## src/rtl/vga_pkg.sv

```systemverilog
// vga_pkg: shared types and constants for the VGA scan-out engine.
//   rgb_t              24-bit {red, green, blue} colour
//   shadow_t           per-frame copy of the user controls (pan, zoom, cursor, palette)
//   LIVE_PAL / BG_PAL  palettes selected by color_id[1:0] / color_id[3:2]
//   GRID_RGB           grid-line colour (only used when VGA_GRID_EN is defined)
//   DEF_*              default 800x600 raster timing
package vga_pkg;

    typedef logic [23:0] rgb_t;

    typedef struct packed {
        logic [15:0] shift_x;
        logic [15:0] shift_y;
        logic [3:0]  scroll;
        logic        cursor_en;
        logic [15:0] cursor_x;
        logic [15:0] cursor_y;
        logic [3:0]  color_id;
    } shadow_t;

    localparam rgb_t LIVE_PAL [4] = '{24'hFFFFFF, 24'h00FF00, 24'hFFFF00, 24'h00FFFF};
    localparam rgb_t BG_PAL   [4] = '{24'h101010, 24'h202020, 24'h000040, 24'h400000};
    localparam rgb_t GRID_RGB        = 24'h404040;
    localparam rgb_t CURSOR_LIVE_RGB = 24'hFF0000;
    localparam rgb_t CURSOR_DEAD_RGB = 24'h0000FF;

    localparam int DEF_HSIZE = 800;
    localparam int DEF_HFP   = 856;
    localparam int DEF_HSP   = 976;
    localparam int DEF_HMAX  = 1040;
    localparam int DEF_VSIZE = 600;
    localparam int DEF_VFP   = 637;
    localparam int DEF_VSP   = 643;
    localparam int DEF_VMAX  = 666;

endpackage

```

## src/rtl/vga_timing.sv

```systemverilog
// vga_timing: raster counters and undelayed sync / visible flags.
//   clk, rst_n         pixel clock, async active-low reset
//   hdata, vdata       current pixel column / row (stage 0)
//   hsync_raw, vsync_raw, de_raw  syncs and visible flag decoded from the counters
//   eof                high on the last pixel of the frame (hdata==HMAX-1, vdata==VMAX-1)
module vga_timing
    import vga_pkg::*;
#(
    parameter int WIDTH = 12,
    parameter int HSIZE = DEF_HSIZE,
    parameter int HFP   = DEF_HFP,
    parameter int HSP   = DEF_HSP,
    parameter int HMAX  = DEF_HMAX,
    parameter int VSIZE = DEF_VSIZE,
    parameter int VFP   = DEF_VFP,
    parameter int VSP   = DEF_VSP,
    parameter int VMAX  = DEF_VMAX,
    parameter int HSPP  = 1,
    parameter int VSPP  = 1
) (
    input  logic             clk,
    input  logic             rst_n,
    output logic [WIDTH-1:0] hdata,
    output logic [WIDTH-1:0] vdata,
    output logic             hsync_raw,
    output logic             vsync_raw,
    output logic             de_raw,
    output logic             eof
);

    localparam logic HSPP_B = (HSPP != 0);
    localparam logic VSPP_B = (VSPP != 0);

    logic [WIDTH-1:0] hdata_q, hdata_d;
    logic [WIDTH-1:0] vdata_q, vdata_d;
    logic             h_last_s, v_last_s;

    assign h_last_s = (hdata_q == WIDTH'(HMAX - 1));
    assign v_last_s = (vdata_q == WIDTH'(VMAX - 1));

    // Next counter values: column wraps every line, row advances on column wrap.
    always_comb begin
        hdata_d = hdata_q;
        vdata_d = vdata_q;
        if (h_last_s) begin
            hdata_d = '0;
            if (v_last_s) begin
                vdata_d = '0;
            end else begin
                vdata_d = vdata_q + WIDTH'(1);
            end
        end else begin
            hdata_d = hdata_q + WIDTH'(1);
            vdata_d = vdata_q;
        end
    end

    // Counter registers.
    always_ff @(posedge clk or negedge rst_n) begin
        if (!rst_n) begin
            hdata_q <= '0;
            vdata_q <= '0;
        end else begin
            hdata_q <= hdata_d;
            vdata_q <= vdata_d;
        end
    end

    assign hdata     = hdata_q;
    assign vdata     = vdata_q;
    assign hsync_raw = ((hdata_q >= WIDTH'(HFP)) && (hdata_q < WIDTH'(HSP))) ? HSPP_B : ~HSPP_B;
    assign vsync_raw = ((vdata_q >= WIDTH'(VFP)) && (vdata_q < WIDTH'(VSP))) ? VSPP_B : ~VSPP_B;
    assign de_raw    = (hdata_q < WIDTH'(HSIZE)) && (vdata_q < WIDTH'(VSIZE));
    assign eof       = h_last_s && v_last_s;

endmodule

```

## src/rtl/vga_scanout.sv

```systemverilog
// vga_scanout: VGA scan-out for the Life board with pan, power-of-two zoom and toroidal wrap.
//   clk, rst_n                      pixel clock, async active-low reset
//   shift_x/y, scroll               pan offset and zoom shift (sampled once per frame)
//   cursor_en, cursor_x/y           cursor cell highlight (sampled once per frame)
//   color_id                        [1:0] live palette, [3:2] background palette
//   rd_en, rd_addr, rd_data         board RAM read port, data returns RD_LAT cycles after rd_en
//   hsync, vsync, data_enable       syncs / visible flag, delayed to line up with the pixel
//   video_red/green/blue            pixel colour
//   frame_start                     one-cycle pulse when the shadow controls load
// Optional build macro VGA_GRID_EN: draws grid lines when zoomed by 4x or more.
module vga_scanout
    import vga_pkg::*;
#(
    parameter int WIDTH      = 12,
    parameter int HSIZE      = DEF_HSIZE,
    parameter int HFP        = DEF_HFP,
    parameter int HSP        = DEF_HSP,
    parameter int HMAX       = DEF_HMAX,
    parameter int VSIZE      = DEF_VSIZE,
    parameter int VFP        = DEF_VFP,
    parameter int VSP        = DEF_VSP,
    parameter int VMAX       = DEF_VMAX,
    parameter int HSPP       = 1,
    parameter int VSPP       = 1,
    parameter int BOARD_N    = 256,
    parameter int BOARD_M    = 256,
    parameter int WORD_BITS  = 32,
    parameter int RD_LAT     = 2,
    parameter int MAX_SCROLL = 4,
    localparam int CX_W      = $clog2(BOARD_N),
    localparam int CY_W      = $clog2(BOARD_M),
    localparam int BIT_W     = $clog2(WORD_BITS),
    localparam int ADDR_W    = CX_W + CY_W - BIT_W
) (
    input  logic                 clk,
    input  logic                 rst_n,
    input  logic [15:0]          shift_x,
    input  logic [15:0]          shift_y,
    input  logic [3:0]           scroll,
    input  logic                 cursor_en,
    input  logic [15:0]          cursor_x,
    input  logic [15:0]          cursor_y,
    input  logic [3:0]           color_id,
    output logic                 rd_en,
    output logic [ADDR_W-1:0]    rd_addr,
    input  logic [WORD_BITS-1:0] rd_data,
    output logic                 hsync,
    output logic                 vsync,
    output logic                 data_enable,
    output logic [7:0]           video_red,
    output logic [7:0]           video_green,
    output logic [7:0]           video_blue,
    output logic                 frame_start
);

    localparam logic HSPP_B = (HSPP != 0);
    localparam logic VSPP_B = (VSPP != 0);

    // Side information that travels alongside the memory read.
    typedef struct packed {
        logic             de;
        logic             hs;
        logic             vs;
        logic [BIT_W-1:0] bit_idx;
        logic             cur;
`ifdef VGA_GRID_EN
        logic             grid;
`endif
    } pipe_t;

    logic [WIDTH-1:0] hdata_s, vdata_s;
    logic             hsync_raw_s, vsync_raw_s, de_raw_s, eof_s;

    vga_timing #(
        .WIDTH(WIDTH), .HSIZE(HSIZE), .HFP(HFP), .HSP(HSP), .HMAX(HMAX),
        .VSIZE(VSIZE), .VFP(VFP), .VSP(VSP), .VMAX(VMAX), .HSPP(HSPP), .VSPP(VSPP)
    ) u_timing (
        .clk       (clk),
        .rst_n     (rst_n),
        .hdata     (hdata_s),
        .vdata     (vdata_s),
        .hsync_raw (hsync_raw_s),
        .vsync_raw (vsync_raw_s),
        .de_raw    (de_raw_s),
        .eof       (eof_s)
    );

    shadow_t shadow_q, shadow_d, shadow_in_s;
    logic    frame_start_q, frame_start_d;

    assign shadow_in_s = '{shift_x, shift_y, scroll, cursor_en, cursor_x, cursor_y, color_id};

    // Shadow controls only change on the frame boundary so a frame is never torn.
    always_comb begin
        if (eof_s) begin
            shadow_d = shadow_in_s;
        end else begin
            shadow_d = shadow_q;
        end
        frame_start_d = eof_s;
    end

    // Stage 1: zoomed, panned cell coordinates and the word/bit they live in.
    logic [3:0]         scroll_eff_s;
    logic [WIDTH-1:0]   hs_s, vs_s;
    logic [CX_W-1:0]    cx_s;
    logic [CY_W-1:0]    cy_s;
    logic [CX_W+CY_W-1:0] lin_s;
    pipe_t              stage1_s;
    logic               rd_en_q, rd_en_d;
    logic [ADDR_W-1:0]  rd_addr_q, rd_addr_d;
`ifdef VGA_GRID_EN
    logic [WIDTH-1:0]   mask_s;
`endif

    // Address computation; wrap-around comes for free from truncating to the board size.
    always_comb begin
        scroll_eff_s = (shadow_q.scroll > 4'(MAX_SCROLL)) ? 4'(MAX_SCROLL) : shadow_q.scroll;
        hs_s         = hdata_s >> scroll_eff_s;
        vs_s         = vdata_s >> scroll_eff_s;
        cx_s         = CX_W'(16'(hs_s) + shadow_q.shift_x);
        cy_s         = CY_W'(16'(vs_s) + shadow_q.shift_y);
        lin_s        = {cy_s, cx_s};
        rd_en_d      = de_raw_s;
        rd_addr_d    = lin_s[CX_W+CY_W-1:BIT_W];
        stage1_s.de      = de_raw_s;
        stage1_s.hs      = hsync_raw_s;
        stage1_s.vs      = vsync_raw_s;
        stage1_s.bit_idx = lin_s[BIT_W-1:0];
        stage1_s.cur     = shadow_q.cursor_en && (16'(cx_s) == shadow_q.cursor_x)
                           && (16'(cy_s) == shadow_q.cursor_y);
`ifdef VGA_GRID_EN
        mask_s        = (WIDTH'(1) << scroll_eff_s) - WIDTH'(1);
        stage1_s.grid = (scroll_eff_s >= 4'd2)
                        && (((hdata_s & mask_s) == '0) || ((vdata_s & mask_s) == '0));
`endif
    end

    // pipe_q[0] is stage 1; pipe_q[RD_LAT] lines up with rd_data.
    pipe_t [RD_LAT:0] pipe_q, pipe_d;

    // Delay line shift.
    always_comb begin
        pipe_d    = pipe_q;
        pipe_d[0] = stage1_s;
        for (int i = 1; i <= RD_LAT; i++) begin
            pipe_d[i] = pipe_q[i-1];
        end
    end

    pipe_t tail_s;
    logic  live_s;
    rgb_t  rgb_q, rgb_d;
    logic  hsync_q, vsync_q, de_q;

    assign tail_s = pipe_q[RD_LAT];
    assign live_s = rd_data[tail_s.bit_idx];

    // Pixel colour: blank outside the visible area, cursor wins over everything else.
    always_comb begin
        rgb_d = '0;
        if (!tail_s.de) begin
            rgb_d = '0;
        end else if (tail_s.cur) begin
            rgb_d = live_s ? CURSOR_LIVE_RGB : CURSOR_DEAD_RGB;
`ifdef VGA_GRID_EN
        end else if (tail_s.grid) begin
            rgb_d = GRID_RGB;
`endif
        end else if (live_s) begin
            rgb_d = LIVE_PAL[shadow_q.color_id[1:0]];
        end else begin
            rgb_d = BG_PAL[shadow_q.color_id[3:2]];
        end
    end

    // All state registers; syncs reset to their inactive level.
    always_ff @(posedge clk or negedge rst_n) begin
        if (!rst_n) begin
            shadow_q      <= '0;
            frame_start_q <= 1'b0;
            rd_en_q       <= 1'b0;
            rd_addr_q     <= '0;
            pipe_q        <= '0;
            for (int i = 0; i <= RD_LAT; i++) begin
                pipe_q[i].hs <= ~HSPP_B;
                pipe_q[i].vs <= ~VSPP_B;
            end
            rgb_q         <= '0;
            hsync_q       <= ~HSPP_B;
            vsync_q       <= ~VSPP_B;
            de_q          <= 1'b0;
        end else begin
            shadow_q      <= shadow_d;
            frame_start_q <= frame_start_d;
            rd_en_q       <= rd_en_d;
            rd_addr_q     <= rd_addr_d;
            pipe_q        <= pipe_d;
            rgb_q         <= rgb_d;
            hsync_q       <= tail_s.hs;
            vsync_q       <= tail_s.vs;
            de_q          <= tail_s.de;
        end
    end

    assign rd_en       = rd_en_q;
    assign rd_addr     = rd_addr_q;
    assign hsync       = hsync_q;
    assign vsync       = vsync_q;
    assign data_enable = de_q;
    assign video_red   = rgb_q[23:16];
    assign video_green = rgb_q[15:8];
    assign video_blue  = rgb_q[7:0];
    assign frame_start = frame_start_q;

endmodule

```

## config.mk

```make
export PLATFORM = sky130hd
export DESIGN_NAME = vga_scanout
export DESIGN_NICKNAME = d
export VERILOG_FILES = /design/src/rtl/vga_pkg.sv /design/src/rtl/vga_timing.sv /design/src/rtl/vga_scanout.sv
export SDC_FILE = /design/constraint.sdc
export NUM_CORES = 1
export LEC_CHECK = 0
export CORE_MARGIN = 5
export CORE_UTILIZATION = 48
export CTS_BUF_LIST = sky130_fd_sc_hd__clkbuf_8
export DETAILED_ROUTE_END_ITERATION = 7
export PLACE_DENSITY = 0.82
export REMOVE_ABC_BUFFERS = 1
export SLEW_MARGIN = 20
export SYNTH_ARGS = -nofsm -noshare
export SYNTH_HDL_FRONTEND = slang
export SYNTH_SLANG_ARGS = --single-unit
```

## constraint.sdc

```tcl
create_clock -name clk -period 3.9 [get_ports clk]
set_clock_uncertainty 0.05 [all_clocks]
set_input_delay 0.585 -clock clk [delete_from_list [all_inputs] [get_ports clk]]
set_output_delay 0.585 -clock clk [all_outputs]
set_load 0.01 [all_outputs]
```

==> metrics.txt <==
setup repair after global routing missed its margin=no; clock input transition at the sequential cells of the worst setup and hold paths=0.07 ns; number of H-tree branching levels=4; core footprint=14400 sq um; outcome=finished, final reports clean; cells after synthesis=slightly above 600; class of the worst hold path=in2async; capturing element type of the critical path=register; count of antenna diodes in the layout=0; largest net degree at the start of global routing=97; IR Drop Worst-Case VDD=approximately 0.16 mV; Port Buffer Count=130; TritonRoute pass-1 iters=4; CP startpoint kind=register; post-layout min period=approximately 3.7 ns; via count=5108; # setup viols final=0; clock sink count=between 100 and 150; detailed-route wire length=15200 um; Crit path arrival time=4.03 ns; WP data required=4.22 ns; Cell Rows=44; global-route wire length before repair=about 25000 um; DRC marker count from the first detailed-route iteration=288; via count of the first global-routing pass=roughly 5100; clock insertion delay at the later pin of the skew report=roughly 0.45 ns; area of the die=17000 sq um; share of cells above drive strength 1=0.187; clock buffer count from CTS=17; top_reg_cell synth=sky130_fd_sc_hd__dfrtp_1; area growth from synthesis to layout=26.7%; Layout fillers=approximately 1100; fraction of the core area covered by cells at the end of the flow=0.615; Final Wtd Congestion=slightly below 0.9; WS Path Type=reg2reg; width of the die=131 um; average routed wire per standard cell=16.1 um; Yosys cell types=59; post-DP HPWL=11600 um; total power after layout=0.00255 W; relative slew slack=0.439; number of register bits inferred by synthesis=134; Power Density=288 nW/um^2; DRC errors left=0; placed cell count=911; post-route insts no fill=approximately 940; period utilization=0.952; maximum root-to-sink buffer count=2; leak pwr=3.97 nW; layout net count=~880; total track usage=0.189; worst reg2reg path depth=14; share of synthesized registers carrying an async set or reset=1.00; vias per cell=5.42; DIE HEIGHT=approximately 130 um; sequential fraction of the synthesis area=0.481; initial core utilization=0.485; syn avg cell area=11.2 sq um; top-level I/O count=147; aggregate global routing overflow=0; quantity of hold-fixing buffers added after cts=0; Syn Std Cell Area=~7000 sq um; buffer cell driving the clock tree root=sky130_fd_sc_hd__clkbuf_8; maximum net fanout on the critical path=7; Worst Tran Pin Value=between 0.8 and 0.9 ns; number of failing hold endpoints at the final stage=0; fmax=269 MHz; Detail Route Antenna Nets=0; number of antenna violations at the first check in global routing=0; CTS tree=built; final max-slew violation count=0; number of flops mapped to enable cells by yosys=0; Yosys warnings=0; number of violations of the max-capacitance limit=0
==> critical path, cell delays in order, from the launching register on <==
cell and delay [ns]:
sky130_fd_sc_hd__dfrtp_1 0.40, sky130_fd_sc_hd__nor2_2 0.13, sky130_fd_sc_hd__and2_4 0.18, sky130_fd_sc_hd__buf_4 0.13, sky130_fd_sc_hd__buf_4 0.12, sky130_fd_sc_hd__buf_4 0.14, sky130_fd_sc_hd__mux2_2 0.33, sky130_fd_sc_hd__a21oi_1 0.15
sky130_fd_sc_hd__o21ai_0 0.10, sky130_fd_sc_hd__ha_2 0.39, sky130_fd_sc_hd__a21boi_1 0.24, sky130_fd_sc_hd__nor2_1 0.11, sky130_fd_sc_hd__a221o_1 0.37, sky130_fd_sc_hd__or4_4 0.55, sky130_fd_sc_hd__nor4_4 0.24
==> path summary, 6_finish.rpt <==
check                          endpoint          from  slack [ns]
setup / recovery              pipe_d[9]  shadow_q[40]        0.19
hold / removal                rgb_q[20]         rst_n        0.16
setup reg to reg              pipe_d[9]  shadow_q[40]        0.19
hold reg to reg              pipe_q[24]    pipe_d[24]        0.30
max in group asynchronous  shadow_q[23]         rst_n        2.80
min in group clk             pipe_q[24]    pipe_d[24]        0.30
==> logic make-up (layout without fill, tap and decap cells) <==
kind of cell	count (synthesis)	count (layout)	synth area share
and+or+nand+nor	166	166	0.122
DFF	134	134	0.481
AOI/OAI and AO/OA	99	99	0.0879
muxes	87	87	0.160
buffers and inverters	71	208	0.0481
xor gates and xnor gates	41	41	0.0556
adders and majority gates	24	24	0.0452
==> Yosys cell counts (all sizes together) (2+ instances only) <==
cell    instances  area (sq um)
nor2           43           161
xor2           16           140
and2            8          50.1
dfrtp         134          3350
or4             4          30.0
inv            25          93.8
o21a            8          60.1
clkbuf         20          75.1
o31ai           3          22.5
nand3          13          65.1
mux2i          17           183
nor3b           4          30.0
a21boi          2          15.0
ha             22           275
a211oi          5          37.5
nor4            5          43.8
or2             3          18.8
a32oi           2          17.5
nand2          38           143
o21ai          33           165
nor4b           4          41.3
nand3b          2          15.0
buf            26           166
mux4           13           293
o22ai           2          12.5
nand4           9          56.3
fa              2          40.0
and3            4          25.0
nor2b           9          56.3
nand2b          4          25.0
xnor2          23           201
o211ai          2          15.0
nor3           13          65.1
a21oi          28           140
mux2           57           642
==> registers in the layout, indices dropped and copies added (netlist names) <==
| register | cells |
|---|---|
| data_enable | 1 |
| frame_start | 1 |
| hsync | 1 |
| pipe_d | 18 |
| pipe_q | 9 |
| rd_addr | 11 |
| rgb_q | 11 |
| shadow_q | 57 |
| u_timing.hdata | 12 |
| u_timing.vdata | 12 |
| vsync | 1 |
==> power by group <==
group	switching [W]	internal, W
sequential	0.00000200	0.00139
clock	0.000532	0.000465
combinational	0.0000533	0.000104
total	0.000588	0.00196
==> layout by cell type, fill, tap and decap left out, types with 5 or more instances in the layout <==
master and n:
sky130_fd_sc_hd__dfrtp_1 134, sky130_fd_sc_hd__clkdlybuf4s50_1 129, sky130_fd_sc_hd__mux2_2 57, sky130_fd_sc_hd__nor2_1 42
sky130_fd_sc_hd__nand2_1 38, sky130_fd_sc_hd__o21ai_0 31, sky130_fd_sc_hd__a21oi_1 28, sky130_fd_sc_hd__inv_1 25
sky130_fd_sc_hd__xnor2_1 23, sky130_fd_sc_hd__buf_4 21, sky130_fd_sc_hd__ha_1 20, sky130_fd_sc_hd__clkbuf_8 19
sky130_fd_sc_hd__mux2i_1 15, sky130_fd_sc_hd__xor2_1 15, sky130_fd_sc_hd__nand3_1 13, sky130_fd_sc_hd__mux4_2 13
sky130_fd_sc_hd__nor3_1 13, sky130_fd_sc_hd__nor2b_1 9, sky130_fd_sc_hd__nand4_1 9, sky130_fd_sc_hd__o21a_1 8
sky130_fd_sc_hd__and2_1 7, sky130_fd_sc_hd__a211oi_1 5, sky130_fd_sc_hd__clkinv_2 5
==> per-layer routing <==
layer  vias up  GRT usage  part of all wire
li1       2431          -                 -
met1      2501      0.243              0.44
met2       147      0.312              0.48
met3        29     0.0463             0.060
met4         0     0.0714             0.021
met5         -          0                 0
==> through the flow <==
| step | TNS, ns | hold slack (ns) | setup slack (ns) | instance area, sq um |
|---|---|---|---|---|
| after global placement | 0 | 0.282 | 0.0971 | 8440 |
| after CTS | 0 | 0.190 | 0.0582 | 8800 |
| after global routing | 0 | 0.230 | 0.0176 | 8840 |
| after detailed placement | -0.00340 | 0.285 | -0.00340 | 8440 |
| after floorplan | -79.65 | 0.239 | -1.35 | 6730 |
| final | 0 | 0.163 | 0.186 | 8840 |
==> area by class of cell <==
cell class,count,area [sq um],area share
timing repair buffer,152,1480,0.167
sequential,134,3350,0.379
clock buffer,19,262,0.0296
clock inverter,12,81.3,0.00920
tap,184,230,0.0260
inverter,25,93.8,0.0106
multi-input combinational,417,3340,0.378
==> repair_timing <==
action | CTS | global route
pin swaps | 0 | 8
gates resized for setup | 3 | 11
setup endpoints to repair | 1 | 1
hold endpoints to repair | 0 | 0
buffers inserted | 0 | 1
Power figures use the tool's default switching activity.
